===== config.mk =====
export PLATFORM = sky130hd
export DESIGN_NAME = rinsc_control_unit_flat
export DESIGN_NICKNAME = d
export VERILOG_FILES = /design/src/rtl/rinsc_control_unit_pkg.sv /design/src/rtl/rinsc_control_unit_if.sv /design/src/rtl/rinsc_control_unit_hazard.sv /design/src/rtl/rinsc_control_unit.sv /design/src/flat_wrapper.sv
export SDC_FILE = /design/constraint.sdc
export NUM_CORES = 1
export LEC_CHECK = 0
export ABC_AREA = 1
export CELL_PAD_IN_SITES_DETAIL_PLACEMENT = 1
export CELL_PAD_IN_SITES_GLOBAL_PLACEMENT = 2
export CORE_ASPECT_RATIO = 1.5
export CORE_MARGIN = 5
export CORE_UTILIZATION = 36
export DETAILED_ROUTE_END_ITERATION = 6
export DONT_BUFFER_PORTS = 1
export MAX_ROUTING_LAYER = met4
export PLACE_DENSITY = 0.85
export SLEW_MARGIN = 20
export SYNTH_ARGS = -nofsm -noshare
export SYNTH_HDL_FRONTEND = slang
export SYNTH_HIERARCHICAL = 1
export SYNTH_SLANG_ARGS = --single-unit

===== constraint.sdc =====
create_clock -name clk -period 4.5 [get_ports clk]
set_input_delay 1.125 -clock clk [delete_from_list [all_inputs] [get_ports clk]]
set_output_delay 1.125 -clock clk [all_outputs]
set_load 0.05 [all_outputs]

===== src/rtl/rinsc_control_unit_pkg.sv =====
// Shared types and encodings for the RINSC ID-stage controller.
// The opcode map, control bundle layout and ALU/mux select codes are defined here.
package rinsc_pkg;

    localparam int SB_DEPTH = 3;

    typedef enum logic [7:0] {
        OP_NOP  = 8'h00,
        OP_ADD  = 8'h01,
        OP_SUB  = 8'h02,
        OP_MUL  = 8'h03,
        OP_XOR  = 8'h04,
        OP_OR   = 8'h05,
        OP_AND  = 8'h06,
        OP_SLL  = 8'h07,
        OP_SRA  = 8'h08,
        OP_SRL  = 8'h09,
        OP_ADDI = 8'h0A,
        OP_LW   = 8'h0B,
        OP_SW   = 8'h0C,
        OP_J    = 8'h0D,
        OP_JAL  = 8'h0E
    } op_e;

    typedef enum logic [1:0] {
        ST_WARM  = 2'd0,
        ST_RUN   = 2'd1,
        ST_STALL = 2'd2
    } state_e;

    localparam logic [3:0] ALUOP_ADD = 4'b0000;
    localparam logic [3:0] ALUOP_SUB = 4'b0001;
    localparam logic [3:0] ALUOP_MUL = 4'b0010;
    localparam logic [3:0] ALUOP_XOR = 4'b0011;
    localparam logic [3:0] ALUOP_OR  = 4'b0100;
    localparam logic [3:0] ALUOP_AND = 4'b0101;
    localparam logic [3:0] ALUOP_SLL = 4'b0110;
    localparam logic [3:0] ALUOP_SRA = 4'b0111;
    localparam logic [3:0] ALUOP_SRL = 4'b1000;

    localparam logic [1:0] ALUSRC_DB    = 2'b00;
    localparam logic [1:0] ALUSRC_SEXT  = 2'b01;
    localparam logic [1:0] ALUSRC_SHAMT = 2'b10;

    localparam logic [1:0] M2R_MEM = 2'b00;
    localparam logic [1:0] M2R_ALU = 2'b01;
    localparam logic [1:0] M2R_PC4 = 2'b10;

    typedef struct packed {
        logic [3:0] alu_op;
        logic [1:0] alu_src;
        logic [1:0] mem_to_reg;
        logic       mem_read;
        logic       mem_write;
        logic       reg_write;
        logic       pc_src;
    } ctrl_t;

    localparam ctrl_t CTRL_BUBBLE = '0;

    // One in-flight writer as seen by the scoreboard
    typedef struct packed {
        logic       valid;
        logic [4:0] rd;
    } sb_t;

    function automatic ctrl_t alu_ctrl(input logic [3:0] alu_op, input logic [1:0] alu_src);
        ctrl_t c;
        c            = CTRL_BUBBLE;
        c.alu_op     = alu_op;
        c.alu_src    = alu_src;
        c.mem_to_reg = M2R_ALU;
        c.reg_write  = 1'b1;
        return c;
    endfunction

endpackage


===== src/rtl/rinsc_control_unit_if.sv =====
// IF/ID fields in, ID/EX control bundle and status out.
// The datapath side is the master; the control unit is the slave.
interface rinsc_control_unit_if #(
    parameter int CNT_W = 16
);
    logic [7:0]       Op;
    logic [4:0]       Rs1;
    logic [4:0]       Rs2;
    logic [4:0]       Rd;
    logic [3:0]       ALUOp;
    logic [1:0]       ALUSrc;
    logic [1:0]       MemToReg;
    logic             MemRead;
    logic             MemWrite;
    logic             RegWrite;
    logic             PCSrc;
    logic             Stall;
    logic             Flush;
    logic             IllegalOp;
    logic [CNT_W-1:0] StallCount;

    modport master (
        output Op, Rs1, Rs2, Rd,
        input  ALUOp, ALUSrc, MemToReg, MemRead, MemWrite, RegWrite,
               PCSrc, Stall, Flush, IllegalOp, StallCount
    );

    modport slave (
        input  Op, Rs1, Rs2, Rd,
        output ALUOp, ALUSrc, MemToReg, MemRead, MemWrite, RegWrite,
               PCSrc, Stall, Flush, IllegalOp, StallCount
    );
endinterface


===== src/rtl/rinsc_control_unit_hazard.sv =====
// RAW hazard detector: EX/MEM/WB writer scoreboard plus source comparators.
// No forwarding exists, so a match in any stage (including WB) stalls.
module rinsc_hazard_unit
    import rinsc_pkg::*;
#(
    parameter bit R0_IS_ZERO = 1'b0
) (
    input  logic       clk,
    input  logic       rst,
    input  logic [4:0] i_rs1,
    input  logic [4:0] i_rs2,
    input  logic       i_use_rs1,
    input  logic       i_use_rs2,
    input  logic       i_issue_valid,
    input  logic [4:0] i_issue_rd,
    output logic       o_hazard
);
    sb_t [SB_DEPTH-1:0] r_sb;
    sb_t                w_ex_entry;
    logic [SB_DEPTH-1:0] w_hit1;
    logic [SB_DEPTH-1:0] w_hit2;
    logic               w_rs1_live;
    logic               w_rs2_live;

    assign w_ex_entry.valid = i_issue_valid && !(R0_IS_ZERO && (i_issue_rd == 5'd0));
    assign w_ex_entry.rd    = i_issue_rd;

    // Index 0 is EX, SB_DEPTH-1 is WB
    always_ff @(posedge clk or posedge rst) begin
        if (rst) begin
            r_sb <= '0;
        end else begin
            r_sb[0] <= w_ex_entry;
            for (int i = 1; i < SB_DEPTH; i++) begin
                r_sb[i] <= r_sb[i-1];
            end
        end
    end

    for (genvar g = 0; g < SB_DEPTH; g++) begin : g_cmp
        assign w_hit1[g] = r_sb[g].valid && (r_sb[g].rd == i_rs1);
        assign w_hit2[g] = r_sb[g].valid && (r_sb[g].rd == i_rs2);
    end

    assign w_rs1_live = i_use_rs1 && !(R0_IS_ZERO && (i_rs1 == 5'd0));
    assign w_rs2_live = i_use_rs2 && !(R0_IS_ZERO && (i_rs2 == 5'd0));
    assign o_hazard   = (w_rs1_live && |w_hit1) || (w_rs2_live && |w_hit2);

endmodule


===== src/rtl/rinsc_control_unit.sv =====
// ID-stage controller: opcode decoder, WARM/RUN/STALL FSM and saturating stall counter.
// Control outputs are combinational from IF/ID and registered state.
module rinsc_control_unit
    import rinsc_pkg::*;
#(
    parameter bit R0_IS_ZERO = 1'b0,
    parameter int CNT_W      = 16
) (
    input  logic                clk,
    input  logic                reset,
    rinsc_control_unit_if.slave io_bus
);
    state_e           r_state;
    state_e           w_state_nxt;
    ctrl_t            w_dec;
    ctrl_t            w_ctrl;
    logic             w_ill_dec;
    logic             w_use_rs1;
    logic             w_use_rs2;
    logic             w_hazard;
    logic             w_stall;
    logic             w_illegal;
    logic [CNT_W-1:0] r_stall_cnt;

    always_comb begin
        w_dec     = CTRL_BUBBLE;
        w_ill_dec = 1'b0;
        w_use_rs1 = 1'b0;
        w_use_rs2 = 1'b0;
        case (io_bus.Op)
            OP_NOP: ;
            OP_ADD:  begin w_dec = alu_ctrl(ALUOP_ADD, ALUSRC_DB); w_use_rs1 = 1'b1; w_use_rs2 = 1'b1; end
            OP_SUB:  begin w_dec = alu_ctrl(ALUOP_SUB, ALUSRC_DB); w_use_rs1 = 1'b1; w_use_rs2 = 1'b1; end
            OP_MUL:  begin w_dec = alu_ctrl(ALUOP_MUL, ALUSRC_DB); w_use_rs1 = 1'b1; w_use_rs2 = 1'b1; end
            OP_XOR:  begin w_dec = alu_ctrl(ALUOP_XOR, ALUSRC_DB); w_use_rs1 = 1'b1; w_use_rs2 = 1'b1; end
            OP_OR:   begin w_dec = alu_ctrl(ALUOP_OR,  ALUSRC_DB); w_use_rs1 = 1'b1; w_use_rs2 = 1'b1; end
            OP_AND:  begin w_dec = alu_ctrl(ALUOP_AND, ALUSRC_DB); w_use_rs1 = 1'b1; w_use_rs2 = 1'b1; end
            OP_SLL:  begin w_dec = alu_ctrl(ALUOP_SLL, ALUSRC_SHAMT); w_use_rs1 = 1'b1; end
            OP_SRA:  begin w_dec = alu_ctrl(ALUOP_SRA, ALUSRC_SHAMT); w_use_rs1 = 1'b1; end
            OP_SRL:  begin w_dec = alu_ctrl(ALUOP_SRL, ALUSRC_SHAMT); w_use_rs1 = 1'b1; end
            OP_ADDI: begin w_dec = alu_ctrl(ALUOP_ADD, ALUSRC_SEXT); w_use_rs1 = 1'b1; end
            OP_LW: begin
                w_dec.mem_read   = 1'b1;
                w_dec.alu_src    = ALUSRC_SEXT;
                w_dec.mem_to_reg = M2R_MEM;
                w_dec.reg_write  = 1'b1;
                w_use_rs1        = 1'b1;
            end
            OP_SW: begin
                w_dec.mem_write = 1'b1;
                w_dec.alu_src   = ALUSRC_SEXT;
                w_use_rs1       = 1'b1;
                w_use_rs2       = 1'b1;
            end
            OP_J: w_dec.pc_src = 1'b1;
            OP_JAL: begin
                w_dec.pc_src     = 1'b1;
                w_dec.reg_write  = 1'b1;
                w_dec.mem_to_reg = M2R_PC4;
            end
            default: w_ill_dec = 1'b1;
        endcase
    end

    rinsc_hazard_unit #(
        .R0_IS_ZERO(R0_IS_ZERO)
    ) u_hazard (
        .clk          (clk),
        .rst          (reset),
        .i_rs1        (io_bus.Rs1),
        .i_rs2        (io_bus.Rs2),
        .i_use_rs1    (w_use_rs1),
        .i_use_rs2    (w_use_rs2),
        .i_issue_valid(w_ctrl.reg_write),
        .i_issue_rd   (io_bus.Rd),
        .o_hazard     (w_hazard)
    );

    // STALL exits as soon as the hazard clears, issuing the held op that same cycle
    always_comb begin
        w_state_nxt = r_state;
        w_ctrl      = CTRL_BUBBLE;
        w_stall     = 1'b0;
        w_illegal   = 1'b0;
        case (r_state)
            ST_WARM: w_state_nxt = ST_RUN;
            ST_RUN, ST_STALL: begin
                if (w_hazard) begin
                    w_stall     = 1'b1;
                    w_state_nxt = ST_STALL;
                end else begin
                    w_ctrl      = w_dec;
                    w_illegal   = w_ill_dec;
                    w_state_nxt = ST_RUN;
                end
            end
            default: w_state_nxt = ST_WARM;
        endcase
    end

    always_ff @(posedge clk or posedge reset) begin
        if (reset) begin
            r_state     <= ST_WARM;
            r_stall_cnt <= '0;
        end else begin
            r_state <= w_state_nxt;
            if (w_stall && (r_stall_cnt != {CNT_W{1'b1}})) begin
                r_stall_cnt <= r_stall_cnt + 1'b1;
            end
        end
    end

    assign io_bus.ALUOp      = w_ctrl.alu_op;
    assign io_bus.ALUSrc     = w_ctrl.alu_src;
    assign io_bus.MemToReg   = w_ctrl.mem_to_reg;
    assign io_bus.MemRead    = w_ctrl.mem_read;
    assign io_bus.MemWrite   = w_ctrl.mem_write;
    assign io_bus.RegWrite   = w_ctrl.reg_write;
    assign io_bus.PCSrc      = w_ctrl.pc_src;
    assign io_bus.Flush      = w_ctrl.pc_src;
    assign io_bus.Stall      = w_stall;
    assign io_bus.IllegalOp  = w_illegal;
    assign io_bus.StallCount = r_stall_cnt;

endmodule


===== src/flat_wrapper.sv =====
// flat-port wrapper written by rule: the top's interface ports become plain ports
module rinsc_control_unit_flat import rinsc_pkg::*;
#(
    parameter bit R0_IS_ZERO = 1'b0,
    parameter int CNT_W      = 16
)
  (clk, reset, io_bus_Op, io_bus_Rs1, io_bus_Rs2, io_bus_Rd, io_bus_ALUOp, io_bus_ALUSrc, io_bus_MemToReg, io_bus_MemRead, io_bus_MemWrite, io_bus_RegWrite, io_bus_PCSrc, io_bus_Stall, io_bus_Flush, io_bus_IllegalOp, io_bus_StallCount);
  rinsc_control_unit_if #(.CNT_W(CNT_W)) io_bus_i ();
  input  logic clk;
  input  logic reset;
  input wire logic [$bits(io_bus_i.Op)-1:0] io_bus_Op;
  input wire logic [$bits(io_bus_i.Rs1)-1:0] io_bus_Rs1;
  input wire logic [$bits(io_bus_i.Rs2)-1:0] io_bus_Rs2;
  input wire logic [$bits(io_bus_i.Rd)-1:0] io_bus_Rd;
  output wire logic [$bits(io_bus_i.ALUOp)-1:0] io_bus_ALUOp;
  output wire logic [$bits(io_bus_i.ALUSrc)-1:0] io_bus_ALUSrc;
  output wire logic [$bits(io_bus_i.MemToReg)-1:0] io_bus_MemToReg;
  output wire logic [$bits(io_bus_i.MemRead)-1:0] io_bus_MemRead;
  output wire logic [$bits(io_bus_i.MemWrite)-1:0] io_bus_MemWrite;
  output wire logic [$bits(io_bus_i.RegWrite)-1:0] io_bus_RegWrite;
  output wire logic [$bits(io_bus_i.PCSrc)-1:0] io_bus_PCSrc;
  output wire logic [$bits(io_bus_i.Stall)-1:0] io_bus_Stall;
  output wire logic [$bits(io_bus_i.Flush)-1:0] io_bus_Flush;
  output wire logic [$bits(io_bus_i.IllegalOp)-1:0] io_bus_IllegalOp;
  output wire logic [$bits(io_bus_i.StallCount)-1:0] io_bus_StallCount;
  assign io_bus_i.Op = io_bus_Op;
  assign io_bus_i.Rs1 = io_bus_Rs1;
  assign io_bus_i.Rs2 = io_bus_Rs2;
  assign io_bus_i.Rd = io_bus_Rd;
  assign io_bus_ALUOp = io_bus_i.ALUOp;
  assign io_bus_ALUSrc = io_bus_i.ALUSrc;
  assign io_bus_MemToReg = io_bus_i.MemToReg;
  assign io_bus_MemRead = io_bus_i.MemRead;
  assign io_bus_MemWrite = io_bus_i.MemWrite;
  assign io_bus_RegWrite = io_bus_i.RegWrite;
  assign io_bus_PCSrc = io_bus_i.PCSrc;
  assign io_bus_Stall = io_bus_i.Stall;
  assign io_bus_Flush = io_bus_i.Flush;
  assign io_bus_IllegalOp = io_bus_i.IllegalOp;
  assign io_bus_StallCount = io_bus_i.StallCount;
  rinsc_control_unit #(.R0_IS_ZERO(R0_IS_ZERO), .CNT_W(CNT_W)) u_core (.clk(clk), .reset(reset), .io_bus(io_bus_i));
endmodule

### Word-level counts from Yosys, hierarchy flattened

Index checks and enable logic that the tools add are counted.

* output and inout bits: 31
* bits of input ports: 25
* logic and storage cells: 73
* flip-flop bits (word level): 36

* add/subtract/negate cells: 1
* eq/ne operators: 23
* reductions and logical operators: 23
* muxes and demuxes: 18

Operators by type and width (number)
* $eq A8 B4 Y1 const B: 7
* $eq A8 B3 Y1 const B: 4
* $pmux W4 S8: 1
* $eq A5 B5 Y1: 6
* $mux W12: 2
* $reduce_or A12 Y1: 2
* $add A16 B1 Y16 const B: 1
* $eq A8 B2 Y1 const B: 2
* $ne A16 B16 Y1 const B: 1
* $reduce_or A15 Y1: 1
* $pmux W2 S2: 3
* $reduce_or A3 Y1: 4
* $mux W1: 11
* $reduce_or A10 Y1: 1
* $logic_and A1 B1 Y1: 9
* $eq A8 B1 Y1 const B: 1
* $logic_not A8 Y1: 1
* $reduce_or A7 Y1: 1
* $reduce_or A2 Y1: 2
* $eq A2 B1 Y1 const B: 1
* $eq A2 B2 Y1 const B: 1
* $logic_not A2 Y1: 1
* $mux W2: 1
* $logic_or A1 B1 Y1: 1

### Longest topological paths before layout

Gate-level depths: netlist of run 1.

* depth in word-level cells: 8
* mapped depth: 16
* depth with buffers taken out: 15

### Cells and area by module

Netlist of run 1, hierarchy kept.

By module, submodules not included
* rinsc_control_unit: instances 1, area an instance 1461.4 µm², cells each 234
* rinsc_hazard_unit: instances 1, area an instance 992.2 µm², cells each 158

### Worst setup path after synthesis of run 1

OpenSTA, ideal clock, no wires.

* path type: input -> output
* from: input port io_bus_Op[7]
* to: output port io_bus_PCSrc
* data required time: 3.375 ns
* path buffers: 1
* arrival time: 4.244 ns
* slack: -0.869 ns
* cell stages on the path: 13
* cells stage by stage: nor2_1 nand2_1 inv_1 nand2_1 nand2_1 nor2_1 nand4_1 nand2_1 nand2_1 nor2_1 inv_1 nor4_1 buf_4

* word-level cells in the longest chain between the ends: 7
* elaborated cells on any way between the ends: 25
* classes of those cells: eq/ne (14); mux (5); reduce/logical (6)

RTL lines
* start: declaration: RTL line flat_wrapper.sv:11 `input wire logic [$bits(io_bus_i.Op)-1:0] io_bus_Op;`
* $eq A8 B4 Y1 (tied with other cells): RTL line rinsc_control_unit.sv:30 `case (io_bus.Op)`
* $reduce_or A12 Y1 (no line) *
* $mux W1 *: RTL line rinsc_control_unit.sv:30
* via u_core.w_use_rs1: RTL line rinsc_control_unit.sv:18 `logic w_use_rs1;`
* $logic_and A1 B1 Y1 *: RTL line rinsc_control_unit_hazard.sv:47 `assign o_hazard = (w_rs1_live && |w_hit1) || (w_rs2_live && |w_hit2);`
* $logic_or A1 B1 Y1 *: RTL line rinsc_control_unit_hazard.sv:47
* via u_core.w_hazard: RTL line rinsc_control_unit.sv:20 `logic w_hazard;`
* $mux W12 *: RTL line rinsc_control_unit.sv:88 `if (w_hazard) begin`
* $mux W12 *: RTL line rinsc_control_unit.sv:85 `case (r_state)`
* end: declaration: RTL line flat_wrapper.sv:21 `output wire logic [$bits(io_bus_i.PCSrc)-1:0] io_bus_PCSrc;`

Mark *: on every way through the listed nets, which the timed path passes. The rest lies on a longest branch.

### Final worst setup path of run 1

Same ends and word-level chain as after synthesis.

==> results of run 1 <==
[worst reg2reg max path, delay by kind of cell (launching register included)]
kind,cells,cell delay [ns]
buf+inv,3,0.70
flops,1,0.39
simple gates,11,1.09
[layer usage]
layer,up-vias,track usage [%]
met2,40,31.6
met5,-,-
met4,0,4.70
li1,1218,-
met1,1131,19.4
met3,8,4.23
[flip-flops by register name (all words and copies together) (netlist names)]
name	flops
u_core/io_bus.StallCount	16
u_core/r_state	2
u_core/u_hazard/r_sb	18
[layout by cell type, fill, tap and decap left out, types with 3 or more instances in the layout]
cell      synthesis  final
xor2_1            8      8
nand3_1          18     18
clkbuf_8          0      7
inv_1            54     54
buf_4             2     11
o21ai_0           6      6
nor2_1           61     61
nand2_1         168    168
a21oi_1           3      3
ha_1              3      3
nor3_1            5      5
nand2_2           4      4
nand4_1           7      7
dfrtp_1          36     36
xnor2_1           3      3
[cell type report]
| class | instances | area share [%] |
|---|---|---|
| multi-input cells | 296 | 48.3 |
| clock buffers | 7 | 3.51 |
| inverters | 57 | 7.90 |
| repair buffers | 12 | 3.74 |
| diodes | 1 | 0.0913 |
| flip-flops and latches | 36 | 32.9 |
| well taps | 78 | 3.56 |
[worst max path at each step]
stage	end	slack (ns)	cells after the start
6_report	io_bus_PCSrc	0.26	13
5_1_grt	io_bus_Flush	0.006	13
4_1_cts	io_bus_PCSrc	0.26	13
3_5_place_dp	io_bus_PCSrc	0.27	13
2_1_floorplan	io_bus_ALUOp[3]	-0.03	12
3_3_place_gp	io_bus_Flush	0.36	13
[stage by stage]
step           hold slack (ns)  setup TNS [ns]
2_1_floorplan            0.374         -0.0265
3_3_place_gp             0.385               0
3_5_place_dp             0.388               0
4_1_cts                  0.404               0
5_1_grt                  0.411               0
6_report                 0.407               0
[report_power, final]
group	switching, mW	total (mW)	internal [mW]
combinational	0.0600	0.0836	0.0236
sequential	0.0112	0.344	0.333
clock	0.115	0.251	0.136
[Yosys cell counts]
master	instances	area (sq um)
a21oi_1	3	15.0
a41oi_1	1	8.76
and2_1	1	6.26
buf_4	2	15.0
buf_6	1	11.3
dfrtp_1	36	901
ha_1	3	37.5
inv_1	54	203
inv_2	2	7.51
inv_4	1	6.26
nand2_1	168	631
nand2_2	4	25.0
nand2_4	1	11.3
nand3_1	18	90.1
nand3_2	1	10.0
nand3b_1	1	7.51
nand4_1	7	43.8
nor2_1	61	229
nor2_2	1	6.26
nor3_1	5	25.0
nor3_4	1	16.3
nor4_1	1	6.26
o211ai_1	2	15.0
o21ai_0	6	30.0
xnor2_1	3	26.3
xor2_1	8	70.1
[cells by family (layout without fill, tap and decap cells)]
kind of cell | count (synthesis) | in the layout
buffers and inverters | 60 | 76
AO/OA/AOI/OAI | 12 | 12
AND/OR/NAND/NOR | 270 | 270
XOR/XNOR | 11 | 11
flip-flops | 36 | 36
adder cells (fa/ha/maj) | 3 | 3
other | 0 | 1
==> impl_metrics.py, run 1 <==
metrics = {
    "placement": {
        "dp_cells": 479,
        "port_buffers": 0,
        "dp_slack_ns": 0.275,
        "gp_congestion": 0.833,
        "placed_area_sq_mm": 0.00264,
        "place_hpwl_mm": 5.73,
    },
    "clock_network": {
        "h-tree-depth": 2,
        "ctsHoldBuffers": 0,
        "cts_setup_buffers": 0,
        "cts_num_sinks": 36,
        "clkLatencyLatePin_ns": 0.29,
        "tritoncts": "yes",
        "numCtsBuffers": 5,
        "clk_pin_slew_ns": 0.07,
        "clockRootBuffer": "clkbuf_8",
        "cts_buffer_depth": 2,
        "cts_resized": 0,
    },
    "floorplan": {
        "pin_count": 56,
        "start_util_pct": 36.3,
        "std_cell_rows": 37,
        "die-area_sq_mm": 0.00860,
        "dieWidth_microns": 77.4,
        "die_h_microns": 111,
        "core_area_sq_mm": 0.00676,
    },
    "hold_path": {
        "min_from": "u_core/u_hazard/r_sb[11]$_DFF_PP0_",
        "hold_path_end": "u_core/u_hazard/r_sb[17]$_DFF_PP0_",
        "holdPathStages": 0,
        "worstHoldPathType": "register to register",
    },
    "setup_path": {
        "worstSetupPathType": "input port to output port",
        "start_kind": "input port",
        "reg2reg_from": "u_core/u_hazard/r_sb[3]$_DFF_PP0_",
        "critical_path.most_common_cell": "nand2_1",
        "crit_family": "simple AND/OR/NAND/NOR gates",
        "worstRegToRegCells": 14,
        "cp_slowest_cell": "nor4_4",
        "cp_max_fo": 8,
        "critPathCaptureType": "output port",
        "worst-endpoint-arrival_ns": 3.11,
        "path_buf_inv": 3,
        "critPathMaxStageDelay_ns": 0.35,
        "cp.required_ns": 3.38,
        "crit_start": "io_bus_Op[7]",
        "worstPathCellList": "nor2_1 > nand2_1 > inv_1 > nand2_1 > nand2_1 > nor2_1 > nand4_1 > nand2_1 > nand2_1 > nor2_1 > inv_1 > nor4_4 > buf_12",
        "worstReg2RegEnd": "u_core/io_bus.StallCount[14]$_DFFE_PP0P_",
        "regToRegSetupSlack_ns": 2.27,
    },
    "drt": {
        "dr_total_vias": 2397,
        "dr.max_layer_used": "met4",
        "drt_iter0_markers": 86,
        "firstDrtPassIters": 4,
        "vias_per_cell": 4.92,
        "drcViolationCount": 0,
        "dr_wl_met3_microns": 353,
        "drtAntennaViolNets": 0,
        "met1_length_mm": 2.79,
        "wire_per_inst_microns": 14.5,
        "drt-total-wl_mm": 7.07,
        "wl_met2_mm": 3.84,
    },
    "final_layout": {
        "multiInputGateArea_sq_mm": 0.00133,
        "final_util_pct": 40.6,
        "area_growth_pct": 11.7,
        "fin_area_sq_mm": 0.00274,
        "fill_cells": 939,
        "fin_cells": 487,
        "layout.nets": 436,
        "drive_gt1_share_pct": 7.60,
        "seqCellArea_sq_um": 901,
    },
    "sta": {
        "fmaxAchievable_mhz": 236,
        "min_period_ns": 4.24,
        "timing.final.ws_setup_ns": 0.261,
        "fin_crit_sh_pct": 94.2,
        "skew_ns": 0.0104,
        "hold_viol": 0,
        "relSlewSlack_pct": 51.3,
        "setup_viol_count_final": 0,
        "worst_pin_slew_ns": 0.729,
        "rsz0062_at_grt": "false",
        "final_max_slew_viol_count": 0,
    },
    "yosys": {
        "synth_fa_ha_area_share_pct": 1.53,
        "synth-compound-area-share_pct": 2.80,
        "synth_cell_types": 26,
        "muxShareOfSynthArea_pct": 0,
        "yosysWarnings": 6,
        "yosysSeqAreaShare_pct": 36.7,
        "synth-simple-area-share_pct": 45.1,
        "avgSynthCellArea_sq_um": 6.26,
        "synth_top_family_by_area": "simple AND/OR/NAND/NOR gates",
        "synth-seq-cells": 36,
        "syn_nets": 420,
        "syn_inst": 392,
        "netlist_area_sq_mm": 0.00245,
        "synth_xor_area_share_pct": 3.93,
    },
    "power": {
        "pwr_density_cell_mw_per_mm2": 248,
        "power_mw": 0.679,
        "leakage_nw": 1.55,
        "ir_drop_mv": 0.145,
    },
    "global_route": {
        "antenna_found_initial": 1,
        "grt_pass1_vias": 2533,
        "grt_overflow_total": 0,
        "grt_pass1_wl_mm": 12.1,
        "grt_start_max_net_pins": 19,
        "grt_usage_pct": 17.7,
    },
    "flow_run": {
        "cap_violations": 0,
    },
    "run_status": {
        "status": "completed",
    },
}
(Power assumes the default switching activity.)
==> run 2, diff against run 1 <==
Settings changed: PLACE_DENSITY 0.85 to not set, PLACE_DENSITY_LB_ADDON set to 0.1.
==> run 2 against run 1 <==
Effect of this change: power rose by 0.66%; global-route usage is 0.70 points higher; setup slack got worse by 0.017 ns; sequential cell count is the same; sequential share of layout area is essentially flat; final cell count increased by 0.21%; cell area about the same; count of clock-buffer cells in the layout is 1 lower; hold slack got worse by 0.0012 ns; first-iteration DRC count decreased by 20%; non-clock buffer count stayed put; register-to-register slack worse by 0.04 ns.
==> impl_metrics.py, run 2 (synthesized netlist as in run 1, its figures left out) <==
metrics = {
    "power": {
        "pwr_density_cell_mw_per_mm2": 249,
        "leakage_nw": 1.55,
        "ir_drop_mv": 0.133,
    },
    "setup_path": {
        "reg2reg_from": "u_core/u_hazard/r_sb[9]$_DFF_PP0_",
        "cp_max_fo": 8,
        "cp.required_ns": 3.38,
        "crit_start": "io_bus_Op[7]",
        "start_kind": "input port",
        "worstSetupPathType": "input port to output port",
        "critPathCaptureType": "output port",
        "worst-endpoint-arrival_ns": 3.13,
    },
    "clock_network": {
        "cts_buffer_depth": 2,
        "cts_num_sinks": 36,
        "ctsHoldBuffers": 0,
        "clk_pin_slew_ns": 0.08,
        "numCtsBuffers": 5,
        "h-tree-depth": 2,
        "clockRootBuffer": "clkbuf_8",
        "cts_setup_buffers": 0,
        "tritoncts": "yes",
        "clkLatencyLatePin_ns": 0.30,
        "cts_resized": 0,
    },
    "final_layout": {
        "layout.nets": 436,
        "fin_area_sq_mm": 0.00274,
        "fill_cells": 947,
        "final_cell_mix": "nand2_1 (168), nor2_1 (61), inv_1 (54)",
        "layout_commonest_cell": "nand2_1",
        "seqCellArea_sq_um": 901,
        "top_register": "u_core/u_hazard/r_sb",
        "largest_reg_flops": 18,
        "area_growth_pct": 11.8,
        "drive_gt1_share_pct": 7.82,
        "final_util_pct": 40.6,
        "multiInputGateArea_sq_mm": 0.00133,
    },
    "drt": {
        "drcViolationCount": 0,
        "firstDrtPassIters": 4,
        "drt-total-wl_mm": 7.25,
        "drt_iter0_markers": 69,
        "dr_total_vias": 2441,
        "wire_per_inst_microns": 14.9,
        "drtAntennaViolNets": 0,
        "vias_per_cell": 5.00,
    },
    "placement": {
        "place_hpwl_mm": 5.86,
        "gp_congestion": 0.822,
        "dp_slack_ns": 0.239,
        "port_buffers": 0,
        "placed_area_sq_mm": 0.00264,
    },
    "sta": {
        "fmaxAchievable_mhz": 235,
        "timing.final.ws_setup_ns": 0.244,
        "fin_crit_sh_pct": 94.6,
        "skew_ns": 0.0151,
        "relSlewSlack_pct": 49.9,
        "tns_ns": 0,
        "setup_viol_count_final": 0,
        "worst_pin_slew_ns": 0.751,
        "min_period_ns": 4.26,
        "hold_viol": 0,
        "whs_ns": 0.405,
        "final_max_slew_viol_count": 0,
        "rsz0062_at_grt": "false",
    },
    "global_route": {
        "grt_overflow_total": 0,
        "grt_start_max_net_pins": 19,
        "antenna_found_initial": 1,
        "grt_usage_pct": 18.4,
        "grt_pass1_vias": 2571,
        "grt_pass1_wl_mm": 12.3,
    },
    "floorplan": {
        "die-area_sq_mm": 0.00860,
        "start_util_pct": 36.3,
        "die_h_microns": 111,
        "pin_count": 56,
        "core_area_sq_mm": 0.00676,
        "std_cell_rows": 37,
        "dieWidth_microns": 77.4,
    },
    "flow_run": {
        "cap_violations": 0,
    },
    "hold_path": {
        "min_from": "u_core/u_hazard/r_sb[10]$_DFF_PP0_",
        "worstHoldPathType": "register to register",
    },
    "run_status": {
        "status": "completed",
    },
}
-- run 2: cell types whose count changed in the layout (fill, tap and decap cells not counted) --
| cell | previous run | this run |
|---|---|---|
| clkbuf_8 | 7 | 6 |
| clkinvlp_4 | 0 | 2 |
-- run 2: worst paths after layout --
kind / slack [ns] / to / cells past startpoint
worst max register to register: 2.23 / u_core/io_bus.StallCount[11]$_DFFE_PP0P_ / 14
min in group asynchronous: 0.83 / u_core/u_hazard/r_sb[16]$_DFF_PP0_ / 1
max in group asynchronous: 3.19 / u_core/io_bus.StallCount[9]$_DFFE_PP0P_ / 1
worst max-delay path: 0.24 / io_bus_Flush / 13
worst min-delay path: 0.41 / u_core/u_hazard/r_sb[16]$_DFF_PP0_ / 0
worst min register to register: 0.41 / u_core/u_hazard/r_sb[16]$_DFF_PP0_ / 0
-- run 2: layout make-up --
| type | instances | area share [%] |
|---|---|---|
| diodes | 1 | 0.0912 |
| clock buffers | 6 | 3.01 |
| clock inverters | 2 | 0.547 |
| inverters | 57 | 7.89 |
| multi-input cells | 296 | 48.3 |
| flip-flops and latches | 36 | 32.8 |
| well taps | 78 | 3.56 |
| repair buffers | 12 | 3.74 |
-- run 2: layer usage --
layer  track usage [%]  vias to the layer above  routed length [microns]
li1                  -                     1219                        -
met1              19.1                     1177                     2790
met2              33.2                       38                     4010
met3              4.39                        7                      355
met4              6.31                        0                       95
met5                 -                        -                        0
-- run 2: power by group --
part,switching (mW),internal [mW]
Clock,0.131,0.124
Combinational,0.0607,0.0237
Sequential,0.0111,0.333
Total,0.203,0.481
-- run 2: worst max-delay path, cell delays in order --
cell     delay [ns]
nor2_1         0.06
nand2_1        0.20
inv_1          0.16
nand2_1        0.12
nand2_1        0.07
nor2_1         0.12
nand4_1        0.10
nand2_1        0.08
nand2_1        0.08
nor2_1         0.22
inv_1          0.21
nor4_4         0.35
buf_12         0.21
-- run 2: metrics by stage --
stage | cells | total power, mW
floorplan | 392 | 0.413
CTS | 487 | 0.700
global route | 488 | 0.734
global placement | 479 | 0.435
detailed placement | 479 | 0.437
finish | 488 | 0.684
